$ cat src/rtl/mul_pkg.sv
// Shared types and sizing for the sequential multiplier and its carry-lookahead adder.
package mul_pkg;

  localparam int unsigned MUL_N = 8;
  localparam int unsigned ADD_W = 16;

  typedef enum logic [1:0] {
    IDLE,
    RUN,
    FIN
  } mul_state_t;

endpackage

$ cat src/rtl/cla_add16.sv
// 16-bit carry-lookahead adder: four 4-bit lookahead groups joined by a second-level lookahead unit.
module cla_add16 (
  input  logic [15:0] a,
  input  logic [15:0] b,
  input  logic        cin,
  output logic [15:0] sum,
  output logic        cout
);

  logic [15:0] g;
  logic [15:0] p;
  logic [3:0]  gg;
  logic [3:0]  gp;
  logic [4:0]  gc;

  assign g = a & b;
  assign p = a ^ b;

  // Group generate/propagate and in-group carries, each expanded from the group carry-in
  for (genvar k = 0; k < 4; k++) begin : g_grp
    logic c1;
    logic c2;
    logic c3;

    assign gg[k] = g[4*k+3]
                 | (p[4*k+3] & g[4*k+2])
                 | (p[4*k+3] & p[4*k+2] & g[4*k+1])
                 | (p[4*k+3] & p[4*k+2] & p[4*k+1] & g[4*k]);
    assign gp[k] = &p[4*k+3:4*k];

    assign c1 = g[4*k] | (p[4*k] & gc[k]);
    assign c2 = g[4*k+1] | (p[4*k+1] & g[4*k]) | (p[4*k+1] & p[4*k] & gc[k]);
    assign c3 = g[4*k+2] | (p[4*k+2] & g[4*k+1]) | (p[4*k+2] & p[4*k+1] & g[4*k])
              | (p[4*k+2] & p[4*k+1] & p[4*k] & gc[k]);

    assign sum[4*k+3:4*k] = p[4*k+3:4*k] ^ {c3, c2, c1, gc[k]};
  end

  // Second-level lookahead: every group carry is derived directly from cin
  assign gc[0] = cin;
  assign gc[1] = gg[0] | (gp[0] & cin);
  assign gc[2] = gg[1] | (gp[1] & gg[0]) | (gp[1] & gp[0] & cin);
  assign gc[3] = gg[2] | (gp[2] & gg[1]) | (gp[2] & gp[1] & gg[0])
               | (gp[2] & gp[1] & gp[0] & cin);
  assign gc[4] = gg[3] | (gp[3] & gg[2]) | (gp[3] & gp[2] & gg[1])
               | (gp[3] & gp[2] & gp[1] & gg[0]) | (gp[3] & gp[2] & gp[1] & gp[0] & cin);

  assign cout = gc[4];

endmodule

$ cat src/rtl/seq_mul8_cla.sv
// Sequential NxN unsigned shift-and-add multiplier built around cla_add16.
// Optional SEQ_MUL_EARLY_EXIT_EN: finish as soon as the remaining multiplier bits are all zero.
module seq_mul8_cla
  import mul_pkg::*;
#(
  parameter int unsigned N = MUL_N
) (
  input  logic           clk,
  input  logic           rst_n,
  input  logic           start,
  input  logic [N-1:0]   a,
  input  logic [N-1:0]   b,
  output logic           ready,
  output logic           done,
  output logic [2*N-1:0] product
);

  localparam int unsigned CNT_W = $clog2(N + 1);
  localparam int unsigned PW    = 2 * N;

  if (PW > ADD_W) begin : g_width_chk
    $error("seq_mul8_cla: 2*N exceeds the adder width");
  end

  mul_state_t        state_q, state_d;
  logic [PW-1:0]     mcand_q, mcand_d;
  logic [N-1:0]      mplier_q, mplier_d;
  logic [PW-1:0]     acc_q, acc_d;
  logic [CNT_W-1:0]  cnt_q, cnt_d;
  logic              ready_d;
  logic              done_d;
  logic [PW-1:0]     product_d;

  logic [ADD_W-1:0]  add_a;
  logic [ADD_W-1:0]  add_b;
  logic [ADD_W-1:0]  add_sum;
  logic              add_cout_unused;

  // Partial product plus the multiplicand when the current multiplier bit is set
  assign add_a = ADD_W'(acc_q);
  assign add_b = mplier_q[0] ? ADD_W'(mcand_q) : '0;

  cla_add16 u_add (
    .a    (add_a),
    .b    (add_b),
    .cin  (1'b0),
    .sum  (add_sum),
    .cout (add_cout_unused)
  );

  always_comb begin
    state_d   = state_q;
    mcand_d   = mcand_q;
    mplier_d  = mplier_q;
    acc_d     = acc_q;
    cnt_d     = cnt_q;
    done_d    = 1'b0;
    product_d = product;

    case (state_q)
      IDLE: begin
        if (start) begin
          mcand_d  = PW'(a);
          mplier_d = b;
          acc_d    = '0;
          cnt_d    = '0;
          state_d  = RUN;
        end
      end
      RUN: begin
        acc_d    = add_sum[PW-1:0];
        mcand_d  = mcand_q << 1;
        mplier_d = mplier_q >> 1;
        cnt_d    = cnt_q + CNT_W'(1);
`ifdef SEQ_MUL_EARLY_EXIT_EN
        if ((cnt_q == CNT_W'(N - 1)) || (mplier_d == '0)) begin
`else
        if (cnt_q == CNT_W'(N - 1)) begin
`endif
          // Result is published on entry to FIN so it is valid alongside done
          state_d   = FIN;
          product_d = acc_d;
          done_d    = 1'b1;
        end
      end
      FIN: begin
        state_d = IDLE;
      end
      default: begin
        state_d = IDLE;
      end
    endcase

    ready_d = (state_d == IDLE);
  end

  always_ff @(posedge clk) begin
    if (!rst_n) begin
      state_q  <= IDLE;
      mcand_q  <= '0;
      mplier_q <= '0;
      acc_q    <= '0;
      cnt_q    <= '0;
      ready    <= 1'b1;
      done     <= 1'b0;
      product  <= '0;
    end else begin
      state_q  <= state_d;
      mcand_q  <= mcand_d;
      mplier_q <= mplier_d;
      acc_q    <= acc_d;
      cnt_q    <= cnt_d;
      ready    <= ready_d;
      done     <= done_d;
      product  <= product_d;
    end
  end

endmodule

$ cat config.mk
export PLATFORM = sky130hd
export DESIGN_NAME = seq_mul8_cla
export DESIGN_NICKNAME = d
export VERILOG_FILES = /design/src/rtl/mul_pkg.sv /design/src/rtl/cla_add16.sv /design/src/rtl/seq_mul8_cla.sv
export SDC_FILE = /design/constraint.sdc
export NUM_CORES = 1
export LEC_CHECK = 0
export BUFFER_PORTS_ARGS = -buffer_cell sky130_fd_sc_hd__buf_2
export CAP_MARGIN = 0
export CELL_PAD_IN_SITES_DETAIL_PLACEMENT = 1
export CELL_PAD_IN_SITES_GLOBAL_PLACEMENT = 1
export CORE_ASPECT_RATIO = 1.75
export CORE_UTILIZATION = 40
export DETAILED_ROUTE_END_ITERATION = 8
export GPL_TIMING_DRIVEN = 0
export PLACE_DENSITY_LB_ADDON = 0.25
export SLEW_MARGIN = 20
export SYNTH_ARGS = -nofsm -noshare
export SYNTH_HDL_FRONTEND = slang
export SYNTH_SLANG_ARGS = --single-unit
$ cat constraint.sdc
create_clock -name clk -period 6.53 [get_ports clk]
set_input_delay 1.306 -clock clk [delete_from_list [all_inputs] [get_ports clk]]
set_output_delay 1.306 -clock clk [all_outputs]
set_load 0.02 [all_outputs]
; After elaboration in Yosys (flattened, before gate mapping)
; Cells that the tools add are included.
[word_totals]
reg_bits = 64
in_bits = 19
output_inout_bits = 18
wordCells = 122
[op_classes]
addsub = 1
n_eq_ne = 3
mux = 13
bitwise_logic = 89
n_reduce_logical = 8
[op_table]
columns = op, count
row1 = 16-bit one-hot mux with 2 select lines, 2
row2 = 1-bit AND, 50
row3 = 16-bit 2-to-1 mux, 3
row4 = 1-bit bitwise OR, 33
row5 = 8-bit one-hot mux with 2 select lines, 1
row6 = 16-bit XOR, 1
row7 = 4-bit XOR, 4
row8 = 15-bit AND, 1
row9 = 8-bit 2-to-1 mux, 1
row10 = 4-bit one-hot mux with 2 select lines, 1
row11 = 4-bit AND reduction, 2
row12 = 2-bit AND reduction, 3
row13 = "4-bit by 1-bit adder with 4-bit output, second input constant", 1
row14 = "4-bit by 3-bit equality test with 1-bit output, second input constant", 1
row15 = 2-bit zero test, 2
row16 = 2-bit 2-to-1 mux, 2
row17 = 4-bit 2-to-1 mux, 1
row18 = 2-bit one-hot mux with 2 select lines, 1
row19 = "2-bit by 1-bit equality test with 1-bit output, second input constant", 1
row20 = "2-bit inequality test, second input constant", 1
row21 = 2-bit nonzero test, 1
row22 = 1-bit 2-to-1 mux, 1

; Depth between registers and ports, before layout
; Gate-level depths: netlist (run 1).
[depth]
ltp_word = 13
mapped_depth = 13
ltp_nobuf = 12

; Hierarchy
; A second synthesis (run 1) with hierarchy kept.
[hier_totals]
hier_cells = 316
area_unflattened_um2 = 3005.4
[modules_own_cells]
columns = module, n_inst, cells_each, area_per_inst_um2, seq_area_each_um2
row1 = seq_mul8_cla, 1, 244, 2363.5, 1281.2
row2 = cla_add16, 1, 72, 641.9, 0.0

; Worst setup path after synthesis (run 1)
; OpenSTA, ideal clock, no wires.
[synth_timing]
kind = reg-to-reg
start = register mplier_q[0]
end = register acc_q[13]
setup_ns = 0.115
t_arrival_ns = 2.435
required_ns = 6.415
setup_slack_ns = 3.980
stages_incl_launch_ff = 14
n_path_buf = 1
period_less_slack_ns = 2.550
path_cell_list = dfxtp_1 clkbuf_1 nand2_1 inv_1 ha_1 a21oi_1 o41ai_2 a31o_2 nand2b_1 nand2_1 fa_1 xnor2_1 nor2_1 o21a_1
[synth_via]
elab_chain_len = 13
elab_cells_between_ends = 38
classes_between = mux: 2 / bitwise: 34 / reduce/logical: 2
[synth_lines]
columns = element, line_no
row1 = from (decl), seq_mul8_cla.sv:27  ; logic [N-1:0] mplier_q, mplier_d;
row2 = from (signal assigned), seq_mul8_cla.sv:110  ; mplier_q <= mplier_d;
row3 = 16-bit 2-to-1 mux (*), seq_mul8_cla.sv:41  ; assign add_b = mplier_q[0] ? ADD_W'(mcand_q) : '0;
row4 = 16-bit XOR / 15-bit AND (equally long branches), "cla_add16.sv:17, cla_add16.sv:16"
row5 = "1-bit AND, on equally long branches", "cla_add16.sv:26, cla_add16.sv:27, cla_add16.sv:28"
row6 = "1-bit bitwise OR, or another cell as far along", cla_add16.sv:26  ; | (p[4*k+3] & g[4*k+2])
row7 = 1-bit bitwise OR / 1-bit AND (equally long branches), "cla_add16.sv:27, cla_add16.sv:28"
row8 = 1-bit bitwise OR, cla_add16.sv:28  ; | (p[4*k+3] & p[4*k+2] & p[4*k+1] & g[4*k]);
row9 = 1-bit AND, cla_add16.sv:43  ; assign gc[3] = gg[2] | (gp[2] & gg[1]) | (gp[2] & gp[1] & gg[0])
row10 = 1-bit bitwise OR (2 in a row), cla_add16.sv:43
row11 = 1-bit AND, cla_add16.sv:31  ; assign c1 = g[4*k] | (p[4*k] & gc[k]);
row12 = 1-bit bitwise OR, cla_add16.sv:31
row13 = 4-bit XOR (*), cla_add16.sv:36  ; assign sum[4*k+3:4*k] = p[4*k+3:4*k] ^ {c3, c2, c1, gc[k]};
row14 = 16-bit one-hot mux with 2 select lines (*), seq_mul8_cla.sv:60  ; case (state_q)
row15 = to (signal assigned), seq_mul8_cla.sv:102  ; acc_q <= '0;
row16 = to (signal assigned), seq_mul8_cla.sv:111  ; acc_q <= acc_d;
row17 = to (decl), seq_mul8_cla.sv:28  ; logic [PW-1:0] acc_q, acc_d;
; Every way passes the cells marked *; elsewhere a longest branch is shown, timed or not.
; A chain may end at the register's enable or synchronous reset.

; Final worst setup path (run 1)
; Ends and elaborated chain as after synthesis.

==> results by stage, run 1 <==
STA:
- For the finished layout, the period the worst path requires is 3.212 ns.
- The worst hold-check slack is 0.4502 ns.
- The aggregate negative setup slack is 0 ns.
- The headroom to the max-slew limit is 0.5061.
- The highest clock frequency the design can meet is 311.3 MHz.
- Setup repair after global routing left no endpoint under its margin.
- The number of max-slew violations in the final report came to 0.
- The share of the clock period used by the worst path after layout is 0.4919.
- Once routing completed, OpenROAD measured the worst setup slack at 3.318 ns.
- For the pin with the worst max-slew slack, the measured transition is 0.7368 ns.
- For the final database, setup skew stands at 0.005640 ns.
- The number of endpoints failing setup at the final stage is 0.
- The count of final hold-check violations was 0.

Synth:
- The commonest register cell after synthesis is dfxtp_1.
- Of all flip-flops after synthesis, the portion carrying an async set or reset was 0.
- The total standard cell area after synthesis is 3112 µm².
- The net count after synthesis is 415.
- The number of library cell types mapped by synthesis is 41.
- The synthesized area per cell is 8.276 µm².
- In this run, synthesis inferred 0 flip-flops with an integrated enable.
- Of the synthesized area, sequential elements account for 0.4117.
- The Yosys step of the flow raised 0 warnings.
- The number of synthesized register bits is 64.
- The post-synthesis cell count is 376.

Worst setup path:
- The worst setup path is launched from a flip-flop.
- The worst setup path is captured at a flip-flop.
- The slowest stage cell on the critical path is dfxtp_1.
- Walking the worst path, the cells encountered are clkbuf_1 -> and2_1 -> ha_1 -> a21oi_1 -> o21ai_1 -> a31o_2 -> nand2b_1 -> nand2_1 -> fa_1 -> xnor2_1 -> nor2_1 -> o21a_1.
- STA puts the critical path data required time at 6.76 ns.
- The delay of the slowest cell on the worst path is 0.47 ns.
- In this design, the largest share of critical-path delay is due to compound AO/OA/AOI/OAI gates.
- The data arrival time at the worst-slack endpoint is 3.44 ns.
- The number of buffers and inverters on the critical path is 1.
- The largest fanout of any net on the critical path is 10.
- The critical path class is reg2reg.

Route:
- After detailed routing, the number of remaining DRC violations is 0.
- The wire length per cell after detailed routing is 16.55 µm.
- The number of nets still failing antenna checks after routing is 0.
- Summing over every cut layer, the via total after detailed routing is 2855.
- Before antenna repair, the detailed router went through 4 iterations.
- The first routing iteration left 131 violations.
- After detailed routing, the number of vias per cell comes to 5.533.
- The routed design has 8538 µm of wire.

Place:
- Detailed placement ended at an HPWL of 6529 µm.
- During placement, the flow inserted port buffers numbering 36.
- The post-place instance area is 3402 µm².
- The setup slack after placement is 3.266 ns.
- At the end of routability-driven placement, the weighted congestion stood at 0.8021.

Worst hold path:
- The type of the worst min-delay path is reg2reg.

Layout:
- The multi-input combinational cells in the finished layout cover a total of 1697 µm².
- In the final layout, flip-flops and latches occupy 1281 µm².
- The share of post-route cells with drive strength above 1 is 0.1379.
- The library cell used most frequently in the layout, excluding fill and tap cells, is dfxtp_1.
- After filler insertion, the fill cell instance count of the layout stands at 962.
- The repair_antennas step left the layout with diodes totalling 0.
- Once layout is done, the placed cells without fillers occupy 3664 µm².
- The top cell types in the final layout, fill and taps aside, are dfxtp_1 (64), nor2_1 (51), nand2_1 (39), buf_2 (38), a21oi_1 (35).
- Compared with the post-synthesis result, the final layout area differs by 17.73%.
- The net count of the finished layout is 462.

Run status:
- The run finished with clean final reports.

Global routing:
- The aggregate global-route resource usage is 0.2382.
- The first global-routing pass estimated 13940 µm of wire.
- The total global routing overflow is 0.
- Entering global routing, the biggest net connects 11 pins.
- The via count of the first global-routing pass is 2936.
- The initial antenna violation count was 0.

Floorplan:
- The floorplan core area is 7567 µm².
- The floorplan has 42 rows.
- The count of boundary I/O pins is 37.
- The overall die width is 68.68 µm.
- The initial utilization of the core area, before any placement, comes to 0.4112.
- The floorplan step defined a die boundary enclosing 8150 µm².
- The die extent in y is 118.7 µm.

CTS:
- TritonCTS built the clock tree.
- The tree is rooted in a clkbuf_16.
- The post-CTS setup repair buffer count is 0.
- The number of buffers between clock root and the deepest sink is 2.
- In this run, post-CTS repair resized a total of 0 instances.
- The CTS sink count is 64.
- The number of buffers inserted for hold repair after clock tree synthesis is 0.
- Clock-pin slew was measured on the worst setup and hold paths at 0.05 ns.
- The clock latency of the later-clocked register in the worst-skew pair is 0.34 ns.
- Counting the buffers created by CTS gives 9.
- The H-tree generated during clock tree synthesis spans 3 levels.

Pwr:
- The total power density per cell area is 247.9 nW/µm².
- VDD sags by at most 184.3 µV.
- For this design the static power due to leakage is 1.532 nW.

Run:
- The number of violations of the max-capacitance limit is 0.
-- cell usage after synthesis (all sizes together) (6+ instances only) --
cell type	count	area, µm²
dfxtp	64	1281
xnor2	6	52.55
a21oi	37	192.7
o22ai	7	43.79
nor2	51	191.4
o21ai	34	173.9
and2	17	106.4
inv	12	45.04
a22oi	19	142.6
clkbuf	17	63.81
nand3	10	50.05
nand2	39	146.4
ha	16	200.2
nor3	6	35.03
a211oi	6	50.05
-- final timing paths --
path,startpoint,end,slack [ns],cells after the start
setup / recovery,mplier_q[0]$_SDFFE_PN0P_,acc_q[13]$_SDFFE_PN0P_,3.32,12
setup reg to reg,mplier_q[0]$_SDFFE_PN0P_,acc_q[13]$_SDFFE_PN0P_,3.32,12
hold / removal,product[0]$_SDFFE_PN0P_,product[0]$_SDFFE_PN0P_,0.45,2
hold reg to reg,product[0]$_SDFFE_PN0P_,product[0]$_SDFFE_PN0P_,0.45,2
-- sequential cells by signal (all words and copies together), names as in the netlist --
register and flops:
state_q 2, mplier_q 8, cnt_q 4, product 16, mcand_q 16, ready 1
acc_q 16, done 1
-- per-layer routing --
metal,vias up,GRT usage,share of wire
met5,-,0,0
met4,0,0.1159,0.029
met3,16,0.05985,0.023
met2,39,0.4154,0.55
met1,1390,0.2515,0.39
li1,1410,-,-
-- per-stage QoR --
stage,cells,utilization,total power [mW]
after detailed placement,500,0.4496,0.4844
after global routing,516,0.4841,0.9433
after global placement,500,0.4496,0.4822
after floorplan,376,-,0.4581
final,516,0.4841,0.9081
after CTS,516,0.4841,0.9196
-- worst min-delay path: stages, from the launching register on --
cell,delay (ns)
dfxtp_1,0.30
nand2_1,0.05
a21oi_1,0.05
-- cell type report --
class	count	share of cell area
multi-input combinational	279	0.4631
sequential	64	0.3497
buffer	20	0.02322
clock buffer	16	0.07138
inverter	13	0.01332
tap	88	0.03005
timing repair buffer	36	0.04918
-- report_power, final --
group | internal [mW] | switching (mW) | leakage [nW]
Clock | 0.268 | 0.164 | 0.125
Sequential | 0.402 | 0.00785 | 0.520
Combinational | 0.0220 | 0.0438 | 0.886
Total | 0.692 | 0.216 | 1.53
-- cell families after synthesis --
group,Yosys count,share of synthesized area
adder cells (fa/ha/maj),20,0.09007
flip-flops,64,0.4117
AO/OA/AOI/OAI,119,0.2417
AND/OR/NAND/NOR,130,0.1854
XOR/XNOR,10,0.02815
buffers and inverters,33,0.04302
Power figures use the tool's default switching activity.
==> run 2, diff against run 1 <==
- clock period: 6.53 -> 3.1 ns (I/O delays scaled with it)
==> run 2 against run 1 <==
  * Largest cell class unchanged
  * Design area rose by 0.34%
  * Critical path type unchanged
  * Global-route usage is the same
  * Fmax grew 11%
  * Utilization rose by 0.17 points
  * Routed wire length rose by 0.64%
  * Critical path depth unchanged
  * Combinational power is 110% higher
  * Setup slack worse by 3.1 ns
  * Final cell count unchanged
==> results by stage, run 2 (synthesis gave the netlist of run 1 again) <==
Layout:
- The most common library cell in the layout ignoring fill and taps is dfxtp_1.
- The total non-filler cell area in the finished layout is 3676 µm².
- The number of antenna diodes in the final layout is 0.
- In the layout the commonest cells are dfxtp_1 (63), nor2_1 (51), nand2_1 (39), buf_2 (38), a21oi_1 (35).
- After filler insertion, the fill cell instance count of the layout stands at 958.
- In the final layout, the registers with the most flip-flops are acc_q x16, mcand_q x16, product x16.
- From synthesis to final layout, the design area changed by 18.13%.
- The finished layout holds 516 standard cells, fillers aside.
- The combined flip-flop and latch cell area is 1282 µm².
- For this run, the share of the core covered by cells in the final layout is 0.4858.
- The share of post-route cells with drive strength above 1 is 0.1449.
- Summing all multi-input logic gate instances after layout gives 1704 µm².
- The final layout net count is 462.

STA:
- Setup violations remaining at the end of the flow were counted as 0.
- Setup repair after global routing left no endpoint under its margin.
- The worst clock skew on the final layout is 0.005378 ns.
- The number of max-slew violations in the final report is 0.
- The worst path meets setup with 0.2073 ns of slack.
- For the pin with the worst max-slew slack, the measured transition is 0.7209 ns.
- Across all hold checks on the routed design, the worst slack comes to 0.4502 ns.
- Based on the critical path, the design can be clocked at up to 345.7 MHz.
- The share of the clock period used by the worst path after layout is 0.9331.
- The count of final hold-check violations is 0.
- Headroom to the max-slew limit came out at 0.5168.
- Subtracting the final worst setup slack from the clock period gives 2.893 ns.
- Setup total negative slack on the finished layout was measured at 0 ns.

Place:
- The final weighted congestion of routability-driven global placement is 0.8021.
- The count of buffers from port buffering is 36.
- The setup slack after placement is -0.1642 ns.
- The total placed cells including tap cells is 500.
- The sum of net half-perimeters after detailed placement is 6529 µm.
- Once placement finished, the instance area stood at 3402 µm².

CTS:
- The clock latency of the later-clocked register in the worst-skew pair is 0.34 ns.
- The clock transition at the register clock pins on the worst setup and hold paths after CTS is 0.05 ns.
- CTS built an H-tree with a depth of 3.
- The cell sitting at the root of the clock tree is a clkbuf_16.
- The CTS tree is built.
- For this design, the CTS-stage hold fixing added 0 buffers.
- No sink is reached through more buffers than the 2 on the longest clock path.
- The number of CTS-inserted buffers is 9.
- The clock net in this run drives a total of 64 sinks.

Route:
- The per-cell via count in the routed design is 5.585.
- The routed wire length is 8593 µm.
- The number of nets still failing antenna checks after routing is 0.
- Across all layers, the routed design uses 2882 vias.
- After detailed routing, the average wire length per cell comes to 16.65 µm.
- The number of DRC violations after detailed routing is 0.
- The number of DRC markers in iteration 0 is 89.
- The detailed-routing iteration count for the pre-antenna-repair pass is 4.

Floorplan:
- The count of boundary I/O pins is 37.
- The die extent in y is 118.7 µm.
- The floorplan row count is 42.
- The die covers 8150 µm².
- After floorplanning, the core was sized to cover 7567 µm².
- For this configuration, the core starts out at a cell density of 0.4112.
- The overall die width is 68.68 µm.

Global routing:
- Entering global routing, the biggest net connects 11 pins.
- The global-route wire length before repair is 13950 µm.
- For this run, the total global-route usage over all layers was measured as 0.2382.
- The initial antenna violation count is 0.
- The total global routing overflow is 0.
- The via count of the first global-routing pass is 2929.

Pwr:
- The worst-case IR drop observed on VDD is 390.0 µV.
- Summed over all cells, the static leakage comes to 1.536 nW.
- Power comes to 1.917 mW.
- The total power density per cell area is 521.4 nW/µm².

Worst setup path:
- The reg-to-reg critical path startpoint is mplier_q[0]$_SDFFE_PN0P_.
- The worst endpoint required time is 3.33 ns.
- The launch point of the critical path is mplier_q[0]$_SDFFE_PN0P_.
- The type of destination of the critical path is a flip-flop.
- Data arrives at the worst endpoint at 3.13 ns.
- The kind of start point of the critical path is a flip-flop.
- The critical path in this run is classified as reg2reg.
- The largest fanout of any net on the critical path is 10.

Run status:
- The flow ran to the end, and the final reports show no timing, DRC or antenna violations.

Run:
- Max-cap violations in this run came to 0.

Worst hold path:
- In this run the most critical hold path is launched from product[0]$_SDFFE_PN0P_.
- In this run the worst hold path is classified as reg2reg.
[run 2: cell count changes in the layout (fill, tap and decap cells not counted)]
cell	previous run	this run
dfxtp_1	64	63
clkbuf_1	23	22
dfxtp_2	0	1
xnor2_2	0	1
clkbuf_4	0	1
xnor2_1	6	5
[run 2: cell type report]
| type | count | share of cell area |
|---|---|---|
| Sequential cell | 64 | 0.3489 |
| Clock buffer | 16 | 0.07114 |
| Tap cell | 88 | 0.02995 |
| Multi-Input combinational cell | 279 | 0.4636 |
| Inverter | 13 | 0.01327 |
| Timing Repair Buffer | 36 | 0.04901 |
| Buffer | 20 | 0.02417 |
[run 2: path summary, 6_finish.rpt]
kind | to | slack (ns) | depth (start not counted)
setup reg to reg | acc_q[13]$_SDFFE_PN0P_ | 0.21 | 12
hold / removal | product[0]$_SDFFE_PN0P_ | 0.45 | 2
hold reg to reg | product[0]$_SDFFE_PN0P_ | 0.45 | 2
setup / recovery | acc_q[13]$_SDFFE_PN0P_ | 0.21 | 12
[run 2: what timing repair did]
action,CTS,global route
setup buffers,0,0
gates cloned,0,0
gates resized for setup,2,3
pin swaps,0,0
setup endpoints to repair,2,3
[run 2: worst max-delay path, cell delays in order (launching register included)]
cell      delay [ns]
dfxtp_2         0.36
clkbuf_4        0.20
and2_1          0.15
ha_1            0.34
a21oi_1         0.20
o21ai_1         0.10
a31o_2          0.33
nand2b_1        0.12
nand2_1         0.07
fa_1            0.41
xnor2_2         0.22
nor2_1          0.07
o21a_1          0.19
[run 2: routing by layer]
metal	part of all wire	up-vias	track usage
met2	0.55	56	0.4167
met1	0.39	1402	0.2521
li1	-	1408	-
met4	0.028	0	0.1133
met5	0	-	0
met3	0.027	16	0.05888
[run 2: power by group]
group          switching (mW)  total, mW  internal, mW
clock                   0.349      0.913         0.564
sequential             0.0169      0.864         0.848
combinational          0.0924      0.140        0.0471
total                   0.458       1.92          1.46
==> run 3, diff against run 2 <==
- CORE_ASPECT_RATIO: 1.75 -> 0.75
==> run 3 against run 2 <==
  * Count of clock-buffer cells in the layout decreased by 5
  * Sequential cell count unchanged
  * Clock skew grew 0.0042 ns
  * Die area down 0.13%
  * Highest routed layer unchanged
  * Critical path type unchanged
  * Global-route usage down 0.93 points
==> results by stage, run 3 (synthesis gave the netlist of run 1 again) <==
CTS:
- The deepest level of the CTS H-tree is 3.
- In this run the deepest clock path goes through 2 buffers.
- Clock-pin slew was measured on the worst setup and hold paths at 0.07 ns.
- The clock latency of the later-clocked register in the worst-skew pair is 0.34 ns.
- The CTS sink count is 64.
- The number of CTS-inserted buffers is 9.
- The tree is rooted in a clkbuf_8.
- In this run the post-CTS setup repair buffer count came out at 0.
- The CTS tree is built.

STA:
- The count of final hold-check violations came to 0.
- The tightest hold path in the finished design has a slack of 0.4540 ns.
- Setup slack on the critical path of the routed design comes to 0.3313 ns.
- The number of max-slew violations in the final report is 0.
- The worst clock skew on the final layout is 0.009589 ns.
- The highest clock frequency the design can meet is 361.2 MHz.
- Measured against its own limit, the worst slew margin works out to 0.4510.
- After layout, the minimum clock period comes to 2.769 ns.
- The aggregate negative setup slack is 0 ns.
- Setup repair after global routing left no endpoint under its margin.
- The number of endpoints failing setup at the final stage is 0.
- In the finished design, the share of the clock period the worst path needs comes to 0.8931.
- The transition time of the tightest slew-check pin is 0.8190 ns.

Pwr:
- Of the total power, the clock network draws 0.411.
- In this run the static leakage power is 1.505 nW.
- The total power draw is 1.698 mW.
- The total power density per cell area is 470.4 nW/µm².
- The internal power of the cells totals 1.277 mW.
- The combinational power share is 0.080.
- The switching share of total power is 0.2482.
- Across the VDD grid, the largest voltage drop is 193.1 µV.
- The sequential group share of total power is 0.509.
- The switching component of the power is 0.4215 mW.

Place:
- The sum of net half-perimeters after detailed placement is 6435 µm.
- The final weighted congestion of routability-driven global placement is 0.8360.
- Timing analysis after detailed placement gives a worst setup slack of -0.09811 ns.
- The count of buffers from port buffering is 36.
- After detailed placement, the design holds a cell count of 513.
- The post-place instance area is 3418 µm².

Layout:
- Of the cells placed in the final design, the portion with a size suffix greater than 1 is 0.1526.
- The final layout net count is 461.
- The largest registers in the layout are acc_q x16, mcand_q x16, product x16.
- The combined flip-flop and latch cell area is 1282 µm².
- At the end of the flow the core is filled with cells to 0.4857.
- The multi-input combinational cell area is 1704 µm².
- The finished cells cover 3610 µm².
- The number of fillers in the final layout is 933.
- The post-route non-filler standard cell count is 527.
- Leaving out fill and tap cells, the most frequent cell in the layout is dfxtp_1.
- The area growth from synthesis to layout is 16.00%.
- The repair_antennas step left the layout with diodes totalling 0.
- In the layout the commonest cells are dfxtp_1 (63), nor2_1 (51), nand2_1 (39), buf_2 (38), a21oi_1 (35).

Floorplan:
- The floorplan row count is 27.
- The die extent in y is 78.39 µm.
- The floorplan step set the die width to 103.8 µm.
- For this design the top-level I/O count stands at 37.
- The initial utilization of the core area, before any placement, comes to 0.4187.
- The core region is 7432 µm².
- The area enclosed by the die boundary is 8140 µm².

Run:
- The number of violations of the max-capacitance limit is 0.

Worst setup path:
- The launch point of the critical path is mplier_q[0]$_SDFFE_PN0P_.
- At the worst endpoint, the arrival time is 3.01 ns.
- The worst endpoint required time is 3.34 ns.
- In this run the register-to-register setup slack is 0.33 ns.
- In this run the critical register-to-register path is captured at acc_q[13]$_SDFFE_PN0P_.
- The number of cells on the worst reg-to-reg path is 12.
- The critical path ends at acc_q[13]$_SDFFE_PN0P_.
- For this design, the slowest cell found on the critical path is dfxtp_2.
- The worst setup path is captured at a flip-flop.
- The worst register-to-register path begins at mplier_q[0]$_SDFFE_PN0P_.
- On the worst path, the slowest cell contributes a delay of 0.50 ns.
- The largest fanout of any net on the critical path is 17.
- In this design, the critical path's most frequently occurring cell is nand2_1.
- The worst setup path is launched from a flip-flop.
- The worst setup path is of the reg2reg kind.
- The signal on the critical path passes through nand2_1 -> inv_1 -> ha_1 -> a21oi_1 -> o41ai_2 -> a31o_2 -> nand2b_1 -> nand2_1 -> fa_1 -> xnor2_2 -> nor2_1 -> o21a_1.

Worst hold path:
- The min-delay analysis places its worst path in the category reg2reg.

Route:
- Dividing the detail-routed via count by the number of cells gives 5.417.
- After detailed routing, the total wire length is 8614 µm.
- Before antenna repair, the detailed router went through 4 iterations.
- Once detail routing completed, the nets flagged for antenna violations numbered 0.
- The number of DRC markers in iteration 0 is 110.
- Detailed routing inserted a total of 2855 vias.
- The wire length per cell after detailed routing is 16.35 µm.
- After detailed routing, the number of remaining DRC violations is 0.

Global routing:
- The initial antenna violation count came to 0.
- The aggregate global-route resource usage is 0.2290.
- Entering global routing, the biggest net connects 11 pins.
- After global routing the overflow that remains totals 0.
- The global-route wire length before repair is 14390 µm.
- The via count of the first global-routing pass is 2925.

Run status:
- The run finished with clean final reports.
run 3: cell count changes in the layout (fill, tap and decap cells not counted), sizes merged:
cell    before  now
bufinv       0    1
clkbuf      33   27
clkinv       1    4
run 3: critical path: cells and delay by family, from the launching register on:
family	cells	cell delay, ns
compound gates	4	0.84
xor+xnor	1	0.20
fa+ha+maj	2	0.63
buf+inv	1	0.09
flops	1	0.50
simple gates	4	0.41
run 3: worst min-delay path by stage:
stage | start | to | slack, ns | depth (start not counted)
after global routing | product[0]$_SDFFE_PN0P_ | product[0]$_SDFFE_PN0P_ | 0.48 | 2
final | product[9]$_SDFFE_PN0P_ | product[9]$_SDFFE_PN0P_ | 0.45 | 2
after floorplan | acc_q[14]$_SDFFE_PN0P_ | acc_q[14]$_SDFFE_PN0P_ | 0.45 | 2
after detailed placement | product[9]$_SDFFE_PN0P_ | product[9]$_SDFFE_PN0P_ | 0.45 | 2
after global placement | product[2]$_SDFFE_PN0P_ | product[2]$_SDFFE_PN0P_ | 0.44 | 2
after CTS | product[9]$_SDFFE_PN0P_ | product[9]$_SDFFE_PN0P_ | 0.46 | 2
run 3: area by class of cell:
| cell class | instances | share of cell area |
|---|---|---|
| plain buffers | 19 | 0.02253 |
| clock buffers | 11 | 0.03917 |
| repair buffers | 36 | 0.04991 |
| flip-flops and latches | 64 | 0.3553 |
| clock inverters | 4 | 0.01248 |
| inverters | 13 | 0.01352 |
| multi-input cells | 279 | 0.4721 |
| well taps | 101 | 0.03501 |
run 3: power groups by stage:
stage | registers, mW | logic (mW) | clock network (mW)
5_1_grt | 0.868 | 0.155 | 0.754
6_report | 0.864 | 0.136 | 0.697
3_5_place_dp | 0.880 | 0.140 | 0
4_1_cts | 0.862 | 0.142 | 0.724
2_1_floorplan | 0.875 | 0.0895 | 0
3_3_place_gp | 0.879 | 0.135 | 0
run 3: timing repair:
item	CTS	global route
resized for setup	1	2
pin swaps	0	0
endpoints found under the setup margin	2	3
hold buffers	0	0
run 3: per-layer routing:
layer  wire length (µm)  vias to the layer above  part of all wire  track usage
li1                   -                     1409                 -            -
met1               4090                     1381              0.47       0.2906
met2               4115                       48              0.48       0.3820
met3                234                       17             0.027      0.04651
met4                175                        0             0.020      0.09429
met5                  0                        -                 0            0
